<file path="config.mk">
export PLATFORM = sky130hd
export DESIGN_NAME = spi_config_master
export DESIGN_NICKNAME = d
export VERILOG_FILES = /design/src/rtl/fir_spi_pkg.sv /design/src/rtl/spi_clk_divider.sv /design/src/rtl/spi_config_master.sv
export SDC_FILE = /design/constraint.sdc
export NUM_CORES = 1
export LEC_CHECK = 0
export BUFFER_PORTS_ARGS = -buffer_cell sky130_fd_sc_hd__buf_4
export CORE_UTILIZATION = 55
export CTS_BUF_LIST = sky130_fd_sc_hd__clkbuf_4
export DETAILED_ROUTE_END_ITERATION = 16
export PLACE_DENSITY = 0.75
export SYNTH_ARGS = -nofsm -noshare
export SYNTH_HDL_FRONTEND = slang
export SYNTH_SLANG_ARGS = --single-unit
export TNS_END_PERCENT = 50
</file>
<file path="constraint.sdc">
create_clock -name clk -period 2.9 [get_ports clk]
set_input_delay 0.435 -clock clk [delete_from_list [all_inputs] [get_ports clk]]
set_output_delay 0.435 -clock clk [all_outputs]
set_load 0.05 [all_outputs]
</file>
<file path="src/rtl/fir_spi_pkg.sv">
// rtl/fir_spi_pkg.sv - shared definitions for the FIR engine SPI configuration port
package fir_spi_pkg;

  localparam int SPI_WORD_WIDTH = 16;

  typedef enum logic [2:0] {
    IDLE,
    SHIFT,
    STALL,
    HOLD,
    GAP
  } spi_state_e;

  // Config word layout decoded by the FIR engine's SPI slave: opcode in the top nibble.
  localparam int CFG_OP_WIDTH      = 4;
  localparam int CFG_PAYLOAD_WIDTH = SPI_WORD_WIDTH - CFG_OP_WIDTH;

  typedef enum logic [CFG_OP_WIDTH-1:0] {
    CFG_OP_NOP    = 4'h0,
    CFG_OP_COEF   = 4'h1,
    CFG_OP_CLKCFG = 4'h2,
    CFG_OP_SCALE  = 4'h3
  } cfg_op_e;

  function automatic logic [SPI_WORD_WIDTH-1:0] cfgWord(input cfg_op_e op,
                                                        input logic [CFG_PAYLOAD_WIDTH-1:0] payload);
    return {op, payload};
  endfunction

endpackage

</file>
<file path="src/rtl/spi_clk_divider.sv">
// rtl/spi_clk_divider.sv - half-period tick generator for the SPI clock
module spi_clk_divider #(
  parameter int CLK_DIV = 4
) (
  input  logic clk,
  input  logic reset,
  input  logic enable,
  input  logic clear,
  output logic halfPhaseDone
);

  localparam int CW = (CLK_DIV > 1) ? $clog2(CLK_DIV) : 1;
  localparam logic [CW-1:0] LAST = CW'(CLK_DIV - 1);

  logic [CW-1:0] count;

  always_ff @(posedge clk or negedge reset) begin
    if (!reset) begin
      count <= '0;
    end else if (clear) begin
      count <= '0;
    end else if (enable) begin
      count <= (count == LAST) ? '0 : count + 1'b1;
    end
  end

  assign halfPhaseDone = enable && !clear && (count == LAST);

endmodule

</file>
<file path="src/rtl/spi_config_master.sv">
// rtl/spi_config_master.sv - mode-0 SPI initiator feeding config words to the FIR engine
module spi_config_master
  import fir_spi_pkg::*;
#(
  parameter int WORD_WIDTH = SPI_WORD_WIDTH,
  parameter int CLK_DIV    = 4,
  parameter int CS_IDLE    = 4
) (
  input  logic                  clk,
  input  logic                  reset,
  input  logic [WORD_WIDTH-1:0] inData,
  input  logic                  inLast,
  input  logic                  inValid,
  output logic                  inReady,
  output logic                  cs,
  output logic                  spiClk,
  output logic                  mosi,
  output logic                  busy,
  output logic                  done
);

  localparam int BW = $clog2(WORD_WIDTH);
  localparam int GW = (CS_IDLE > 1) ? $clog2(CS_IDLE) : 1;
  localparam logic [GW-1:0] GAP_LAST = GW'(CS_IDLE - 1);

  spi_state_e            state, stateNext;
  logic [WORD_WIDTH-1:0] shiftReg, shiftNext;
  logic [BW-1:0]         bitCnt, bitCntNext;
  logic [GW-1:0]         gapCnt, gapCntNext;
  logic                  lastWord, lastWordNext;
  logic                  csNext, spiClkNext, mosiNext, doneNext;
  logic                  halfPhaseDone, divEnable, wordEnd, accept;

  assign divEnable = (state == SHIFT) || (state == HOLD);

  spi_clk_divider #(.CLK_DIV(CLK_DIV)) uDivider (
    .clk,
    .reset,
    .enable       (divEnable),
    .clear        (!divEnable),
    .halfPhaseDone
  );

  // Final cycle of bit 0's high phase: the only in-frame slot for a back-to-back word.
  assign wordEnd = (state == SHIFT) && halfPhaseDone && spiClk && (bitCnt == '0);
  assign inReady = reset && ((state == IDLE) || (state == STALL) || (wordEnd && !lastWord));
  assign accept  = inValid && inReady;
  assign busy    = (state != IDLE);

  always_ff @(posedge clk or negedge reset) begin
    if (!reset) begin
      state    <= IDLE;
      shiftReg <= '0;
      bitCnt   <= '0;
      gapCnt   <= '0;
      lastWord <= 1'b0;
      cs       <= 1'b1;
      spiClk   <= 1'b0;
      mosi     <= 1'b0;
      done     <= 1'b0;
    end else begin
      state    <= stateNext;
      shiftReg <= shiftNext;
      bitCnt   <= bitCntNext;
      gapCnt   <= gapCntNext;
      lastWord <= lastWordNext;
      cs       <= csNext;
      spiClk   <= spiClkNext;
      mosi     <= mosiNext;
      done     <= doneNext;
    end
  end

  always_comb begin
    stateNext    = state;
    shiftNext    = shiftReg;
    bitCntNext   = bitCnt;
    gapCntNext   = gapCnt;
    lastWordNext = lastWord;
    csNext       = cs;
    spiClkNext   = spiClk;
    mosiNext     = mosi;
    doneNext     = 1'b0;
    if (accept) begin
      // Same load path from IDLE, STALL and the back-to-back boundary.
      stateNext    = SHIFT;
      shiftNext    = inData;
      bitCntNext   = BW'(WORD_WIDTH - 1);
      lastWordNext = inLast;
      csNext       = 1'b0;
      spiClkNext   = 1'b0;
      mosiNext     = inData[WORD_WIDTH-1];
    end else begin
      case (state)
        SHIFT: begin
          if (halfPhaseDone) begin
            spiClkNext = !spiClk;
            if (spiClk) begin
              if (bitCnt != '0) begin
                bitCntNext = bitCnt - 1'b1;
                shiftNext  = shiftReg << 1;
                mosiNext   = shiftReg[WORD_WIDTH-2];
              end else begin
                stateNext = lastWord ? HOLD : STALL;
              end
            end
          end
        end
        HOLD: begin
          if (halfPhaseDone) begin
            stateNext  = GAP;
            csNext     = 1'b1;
            mosiNext   = 1'b0;
            gapCntNext = '0;
            doneNext   = 1'b1;
          end
        end
        GAP: begin
          if (gapCnt == GAP_LAST) begin
            stateNext = IDLE;
          end else begin
            gapCntNext = gapCnt + 1'b1;
          end
        end
        default: begin
        end
      endcase
    end
  end

endmodule

</file>
==> impl_metrics.env, run 1 <==
export IMPL_status="completed"
export IMPL_syn_avg_cell_area_um2=11.2
export IMPL_slew_viol_final=0
export IMPL_finClkSkew_ns=0.0104
export IMPL_ys_ff_latch=31
export IMPL_vias=1104
export IMPL_p_sw_share_pct=34.3
export IMPL_critPathMaxFanout=10
export IMPL_maxCapViolCount=0
export IMPL_grt_pass1_wl_mm=5.11
export IMPL_ys_seq_area_share_pct=49.0
export IMPL_ys_warnings_count=0
export IMPL_tns_ns=0
export IMPL_rsz0062_at_grt="false"
export IMPL_hold_viol=0
export IMPL_dp_hpwl_mm=2.06
export IMPL_power_density_nw_per_um2=835
export IMPL_post_cts_setup_buffers=0
export IMPL_p_seq_share_pct=46.4
export IMPL_p_leak_nw=0.825
export IMPL_cts_tree="built"
export IMPL_htree_levels=2
export IMPL_drt_vias_per_instance=5.58
export IMPL_worstSetupEndpointType="primary output"
export IMPL_hold_path_class="in -> async"
export IMPL_die_y_um=55.7
export IMPL_whs_ns=0.0176
export IMPL_final_cell_count_no_fill=198
export IMPL_p_sw_mw=0.522
export IMPL_grt_max_degree=34
export IMPL_yosys_area_top_type="dfrtp_1"
export IMPL_cts_buffers=5
export IMPL_die_w_um=55.7
export IMPL_final_cell_mix="dfrtp_1 (30), buf_4 (26), a21oi_1 (10)"
export IMPL_slew_headroom_pct=48.9
export IMPL_final_common_cell="dfrtp_1"
export IMPL_synthCells=141
export IMPL_rows=19
export IMPL_grtUsageTotal_pct=21.9
export IMPL_timing_final_crit_share_pct=87.1
export IMPL_netlist_area_leader_share_pct=47.4
export IMPL_max_freq_mhz=396
export IMPL_initial_core_util_pct=58.0
export IMPL_antennaDiodeCount=0
export IMPL_root_buffer="clkbuf_4"
export IMPL_crit_arrival_ns=2.09
export IMPL_globalplace_congestion=0.789
export IMPL_setup_viol=0
export IMPL_clk_transition_reported_paths_ns=0.09
export IMPL_drtIter0Drc=37
export IMPL_wl_per_cell_um=14.5
export IMPL_power_frac_comb_pct=36.3
export IMPL_peakVddDrop_mv=0.606
export IMPL_cp_start_kind="flip-flop"
export IMPL_synthFlopType="dfrtp_1"
export IMPL_gr_total_overflow=0
export IMPL_synth_edf_count=0
export IMPL_cts_hold_buf=0
export IMPL_criticalPathCategory="reg -> out"
export IMPL_clock_power_share_pct=17.3
export IMPL_worst_pin_slew_ns=0.766
export IMPL_fp_coreArea_um2=2730
export IMPL_drc=0
export IMPL_cts_resized_gates=0
export IMPL_synth_async_reset_ratio_pct=100
export IMPL_ant_nets=0
export IMPL_wl_mm=2.88
export IMPL_antenna_found_initial=0
export IMPL_period_needed_ns=2.52
export IMPL_cp_data_required_time_ns=2.47
export IMPL_nNetsFinal=190
export IMPL_place_port_buffers=25
export IMPL_cts_max_path_buffers=2
export IMPL_clock_sinks=31
export IMPL_cellInternalPower_mw=1.00
export IMPL_grt_pass1_vias=1117
export IMPL_drive_gt1_share_pct=28.7
export IMPL_worstSkewPairLatency_ns=0.33
export IMPL_final_fill_count=235
export IMPL_syn_nets=165
export IMPL_place_inst=190
export IMPL_area_growth_pct=15.2
export IMPL_yosys_top_cells_area="dfrtp_1 (47%), mux2_2 (6.4%), mux2_1 (5.7%)"
export IMPL_io_pins=26
export IMPL_dr_pass1_iters=4
export IMPL_netlist_area_um2=1590
export IMPL_fp_dieArea_um2=3100
export IMPL_ys_types=41
[final cells by class]
cell class	count	area, um^2	share of cell area [%]
flip-flops and latches	31	777	42.6
multi-input cells	97	736	40.3
repair buffers	26	195	10.7
clock buffers	8	60.1	3.29
well taps	31	38.8	2.12
inverters	5	18.8	1.03
[cells in the mapped netlist (2+ instances only)]
master,count
a21oi_1,10
a31oi_1,2
buf_2,4
buf_6,2
dfrtp_1,30
ha_1,4
inv_1,5
mux2_1,8
mux2_2,9
mux2i_1,5
nand2_1,8
nand3_1,4
nand3b_1,2
nand4_1,2
nor2_1,9
nor3_1,7
o211ai_1,2
o21ai_0,3
xnor2_1,2
xor2_1,2
[stage by stage]
stage	worst slack, ns	utilization (%)	instance area [um^2]	total power [mW]
global route	0.190	66.8	1830	1.64
CTS	0.354	66.8	1830	1.55
detailed placement	0.629	64.6	1770	1.28
floorplan	0.609	-	1590	1.13
finish	0.375	66.8	1830	1.52
global placement	0.712	64.6	1770	1.23
[power by group through the flow]
stage,logic (mW),registers [mW],clock network [mW]
after detailed placement,0.559,0.719,0
final,0.554,0.706,0.264
after global placement,0.528,0.705,0
after CTS,0.564,0.709,0.272
after global routing,0.620,0.733,0.290
after floorplan,0.415,0.718,0
[worst paths after layout]
kind,slack [ns],depth (start not counted),from,end
hold reg to reg,0.46,1,uDivider.count[0],uDivider.count[0]
setup / recovery,0.38,7,bitCnt[0],inReady
min in group clk,0.33,2,inData[6],shiftReg[6]
max in group asynchronous,2.55,1,reset,cs
hold / removal,0.02,1,reset,bitCnt[1]
setup reg to reg,0.63,5,uDivider.count[0],shiftReg[10]
[cells by family (layout without fill, tap and decap cells)]
family,count (synthesis),in the layout,share of synthesized area (%)
buf+inv,13,39,4.58
compound gates,21,21,7.97
flops,31,31,49.0
xor+xnor,4,4,2.21
mux,22,22,15.2
simple gates,46,46,17.8
fa+ha+maj,4,4,3.16
[registers in the layout, indices dropped and copies added, names as in the netlist]
signal          flops
cs                  1
bitCnt              4
uDivider.count      2
spiClk              1
done                1
gapCnt              2
lastWord            1
shiftReg           15
state               3
mosi                1
[worst max-delay path, stage by stage, from the launching register on]
cell and delay, ns:
dfrtp_1 0.38, inv_1 0.12, ha_1 0.18, nor3b_2 0.35, a31oi_1 0.16, buf_4 0.20, nor2b_1 0.15, buf_4 0.22
[layer usage]
| metal | global-route usage [%] | vias to the layer above | wire, um |
|---|---|---|---|
| met5 | 0 | - | 0 |
| li1 | - | 549 | - |
| met3 | 7.21 | 5 | 150 |
| met1 | 27.2 | 522 | 1280 |
| met4 | 7.50 | 0 | 32 |
| met2 | 35.8 | 28 | 1420 |
Power figures use the tool's default switching activity.
==> inputs of run 2 (changes only) <==
--- a/config.mk
+++ b/config.mk
@@ -5,6 +5,7 @@
 export SDC_FILE = /design/constraint.sdc
 export NUM_CORES = 1
 export LEC_CHECK = 0
+export ABC_AREA = 1
 export BUFFER_PORTS_ARGS = -buffer_cell sky130_fd_sc_hd__buf_4
 export CORE_UTILIZATION = 55
 export CTS_BUF_LIST = sky130_fd_sc_hd__clkbuf_4
==> constraint.sdc (replaced) <==
create_clock -name clk -period 3.1 [get_ports clk]
set_input_delay 0.465 -clock clk [delete_from_list [all_inputs] [get_ports clk]]
set_output_delay 0.465 -clock clk [all_outputs]
set_load 0.05 [all_outputs]
==> run 2 against run 1 <==
Sequential share of layout area is 1.4 points lower. First-iteration DRC count rose by 92%. Critical path type unchanged. Critical endpoint unchanged. Via count increased by 25%. Setup slack better by 0.55 ns. The flow now finishes with violations (design-rule violations). Sequential cell count unchanged.
==> impl_metrics.env, run 2 <==
export IMPL_synthAdderAreaFrac_pct=2.97
export IMPL_place_area_um2=1830
export IMPL_slowest_stage="dfrtp_1"
export IMPL_timing_final_crit_share_pct=70.2
export IMPL_maxCapViolCount=0
export IMPL_area_growth_pct=11.9
export IMPL_final_cell_count_no_fill=263
export IMPL_cp_num_buf_inv=2
export IMPL_die_w_um=57.4
export IMPL_p_sw_mw=0.140
export IMPL_synthCells=207
export IMPL_cts_resized_gates=0
export IMPL_period_needed_ns=2.18
export IMPL_criticalPathCategory="reg -> out"
export IMPL_synth_top_family_by_area="simple AND/OR/NAND/NOR gates"
export IMPL_cp_data_required_time_ns=2.63
export IMPL_crit_arrival_ns=1.71
export IMPL_fin_area_um2=1890
export IMPL_syn_avg_cell_area_um2=8.15
export IMPL_grtUsageTotal_pct=21.9
export IMPL_wl_mm=3.10
export IMPL_peakVddDrop_mv=0.279
export IMPL_final_cell_mix="nand2_1 (50), dfrtp_1 (30), buf_4 (25)"
export IMPL_p_leak_nw=0.951
export IMPL_finClkSkew_ns=0.00292
export IMPL_htree_levels=2
export IMPL_rows=19
export IMPL_violations="design-rule violations"
export IMPL_p_seq_share_pct=60.8
export IMPL_synth_compound_area_share_pct=13.6
export IMPL_crit_family="flip-flops"
export IMPL_cpMostUsedCell="nand2_2"
export IMPL_cp_cell_sequence="inv_1, ha_1, nand2_2, nor2_2, nand2_2, a21boi_0, buf_4"
export IMPL_wl_per_cell_um=11.8
export IMPL_synth_mux_area_share_pct=0
export IMPL_p_sw_share_pct=21.1
export IMPL_drtIter0Drc=71
export IMPL_clock_sinks=31
export IMPL_clk_transition_reported_paths_ns=0.09
export IMPL_grt_max_degree=35
export IMPL_power_frac_comb_pct=4.0
export IMPL_globalplace_congestion=0.875
export IMPL_r2r_slack_ns=1.37
export IMPL_drc=3
export IMPL_worstSetupEndpointType="primary output"
export IMPL_synth_edf_count=0
export IMPL_r2r_end="shiftReg[3]"
export IMPL_fp_coreArea_um2=2830
export IMPL_dr_pass1_iters=12
export IMPL_netlist_area_um2=1690
export IMPL_synthTopCellsByCount="nand2_1 (50), dfrtp_1 (30), inv_1 (24), o21ai_0 (20), nor2_1 (16)"
export IMPL_vias=1382
export IMPL_power_density_nw_per_um2=352
export IMPL_initial_core_util_pct=59.6
export IMPL_hold_path_class="in -> async"
export IMPL_place_port_buffers=25
export IMPL_yosysMostFrequentCell="nand2_1"
export IMPL_ys_types=28
export IMPL_cp_depth=7
export IMPL_synth_xor_area_share_pct=0
export IMPL_critPathMaxFanout=5
export IMPL_die_y_um=57.4
export IMPL_max_freq_mhz=459
export IMPL_fp_dieArea_um2=3290
export IMPL_ys_ff_latch=31
export IMPL_reg2reg_depth=10
export IMPL_final_common_cell="nand2_1"
export IMPL_grt_pass1_vias=1305
export IMPL_slew_headroom_pct=71.5
export IMPL_status="complete, but fails checks"
export IMPL_cts_hold_buf=0
export IMPL_syn_nets=231
export IMPL_dp_hpwl_mm=2.24
export IMPL_ys_seq_area_share_pct=46.1
export IMPL_clock_power_share_pct=35.2
export IMPL_tns_ns=0
export IMPL_yosys_area_share_simple_pct=25.5
export IMPL_cts_buffers=5
export IMPL_cts_tree="built"
export IMPL_worstSkewPairLatency_ns=0.32
export IMPL_gr_total_overflow=0
export IMPL_yosys_area_top_type="dfrtp_1"
export IMPL_slew_viol_final=0
export IMPL_netlist_area_leader_share_pct=44.5
export IMPL_final_fill_count=256
export IMPL_ys_warnings_count=0
export IMPL_root_buffer="clkbuf_4"
export IMPL_largest_reg_flops=15
export IMPL_io_pins=26
export IMPL_cp_start_kind="flip-flop"
export IMPL_worst_pin_slew_ns=0.428
export IMPL_place_inst=255
export IMPL_nNetsFinal=255
export IMPL_drt_vias_per_instance=5.25
export IMPL_crit_reg2reg_launch="bitCnt[0]"
export IMPL_cellInternalPower_mw=0.525
export IMPL_whs_ns=0.0741
export IMPL_reg_largest_list="shiftReg x15, bitCnt x4, state x3"
export IMPL_setup_viol=0
export IMPL_cp_slowest_stage_delay_ns=0.40
export IMPL_yosys_top_cells_area="dfrtp_1 (45%), nand2_1 (11%), o21ai_0 (5.9%)"
export IMPL_grt_pass1_wl_mm=5.49
export IMPL_hold_viol=0
export IMPL_regMostFlops="shiftReg"
export IMPL_synthFlopType="dfrtp_1"
export IMPL_ant_nets=0
export IMPL_post_cts_setup_buffers=0
export IMPL_antennaDiodeCount=0
export IMPL_antenna_found_initial=0
export IMPL_drive_gt1_share_pct=22.0
export IMPL_cts_max_path_buffers=2
export IMPL_synth_async_reset_ratio_pct=100
export IMPL_rsz0062_at_grt="false"
==> run 2: cell types whose count changed in the layout (fill, tap and decap cells not counted), moves of 8 or more <==
cell / before / now
nand2_1: 8 / 50
inv_1: 5 / 24
o21ai_0: 3 / 20
o21ai_1: 0 / 12
mux2_2: 9 / 0
mux2_1: 8 / 0
nand3_1: 4 / 12
==> run 2: worst max path at each step <==
stage / from / end / slack [ns]
final: bitCnt[0] / inReady / 0.92
after global routing: bitCnt[0] / inReady / 0.81
after CTS: bitCnt[0] / inReady / 0.91
after detailed placement: bitCnt[0] / inReady / 1.27
after global placement: reset / inReady / 1.33
after floorplan: spiClk / inReady / 0.53
==> run 2: through the flow <==
| step | util [%] | worst slack (ns) | power [mW] |
|---|---|---|---|
| after global placement | 64.7 | 1.33 | 0.439 |
| after detailed placement | 64.7 | 1.27 | 0.440 |
| after floorplan | - | 0.529 | 0.413 |
| final | 66.7 | 0.923 | 0.665 |
| after CTS | 66.7 | 0.905 | 0.673 |
| after global routing | 66.7 | 0.815 | 0.699 |
==> run 2: area by class of cell <==
type | instances | area (um^2) | area share [%]
Inverter | 29 | 116 | 6.16
Tap cell | 31 | 38.8 | 2.05
Timing Repair Buffer | 25 | 188 | 9.94
Clock buffer | 7 | 52.6 | 2.78
Clock inverter | 1 | 5.00 | 0.265
Sequential cell | 31 | 777 | 41.2
Multi-Input combinational cell | 139 | 711 | 37.6
==> run 2: worst register-to-register path, cell delays in order, from the launching register on <==
cell and delay, ns:
dfrtp_1 0.40, inv_1 0.14, ha_1 0.18, nand2_2 0.09, nor2_2 0.10, nand2_2 0.07, nand2_2 0.08, nand3_4 0.17
clkinv_4 0.24, nand2_1 0.09, o21ai_1 0.10
==> run 2: power by group through the flow <==
stage / clock network (mW) / logic (mW) / registers [mW]
after detailed placement: 0 / 0.0277 / 0.412
after floorplan: 0 / 0.000408 / 0.412
after CTS: 0.241 / 0.0278 / 0.404
after global placement: 0 / 0.0269 / 0.412
after global routing: 0.265 / 0.0301 / 0.404
final: 0.234 / 0.0268 / 0.404
==> run 2: cells by family after synthesis <==
logic type	count (synthesis)
flip-flops	31
buffers and inverters	37
adder cells (fa/ha/maj)	4
AO/OA/AOI/OAI	42
AND/OR/NAND/NOR	93
==> run 2: layer usage <==
metal  GRT usage [%]  routed length, um  vias up
met3            4.99                141        5
met1            28.1               1430      631
met5               0                  0        -
li1                -                  -      716
met4            8.36                 47        0
met2            35.9               1480       30
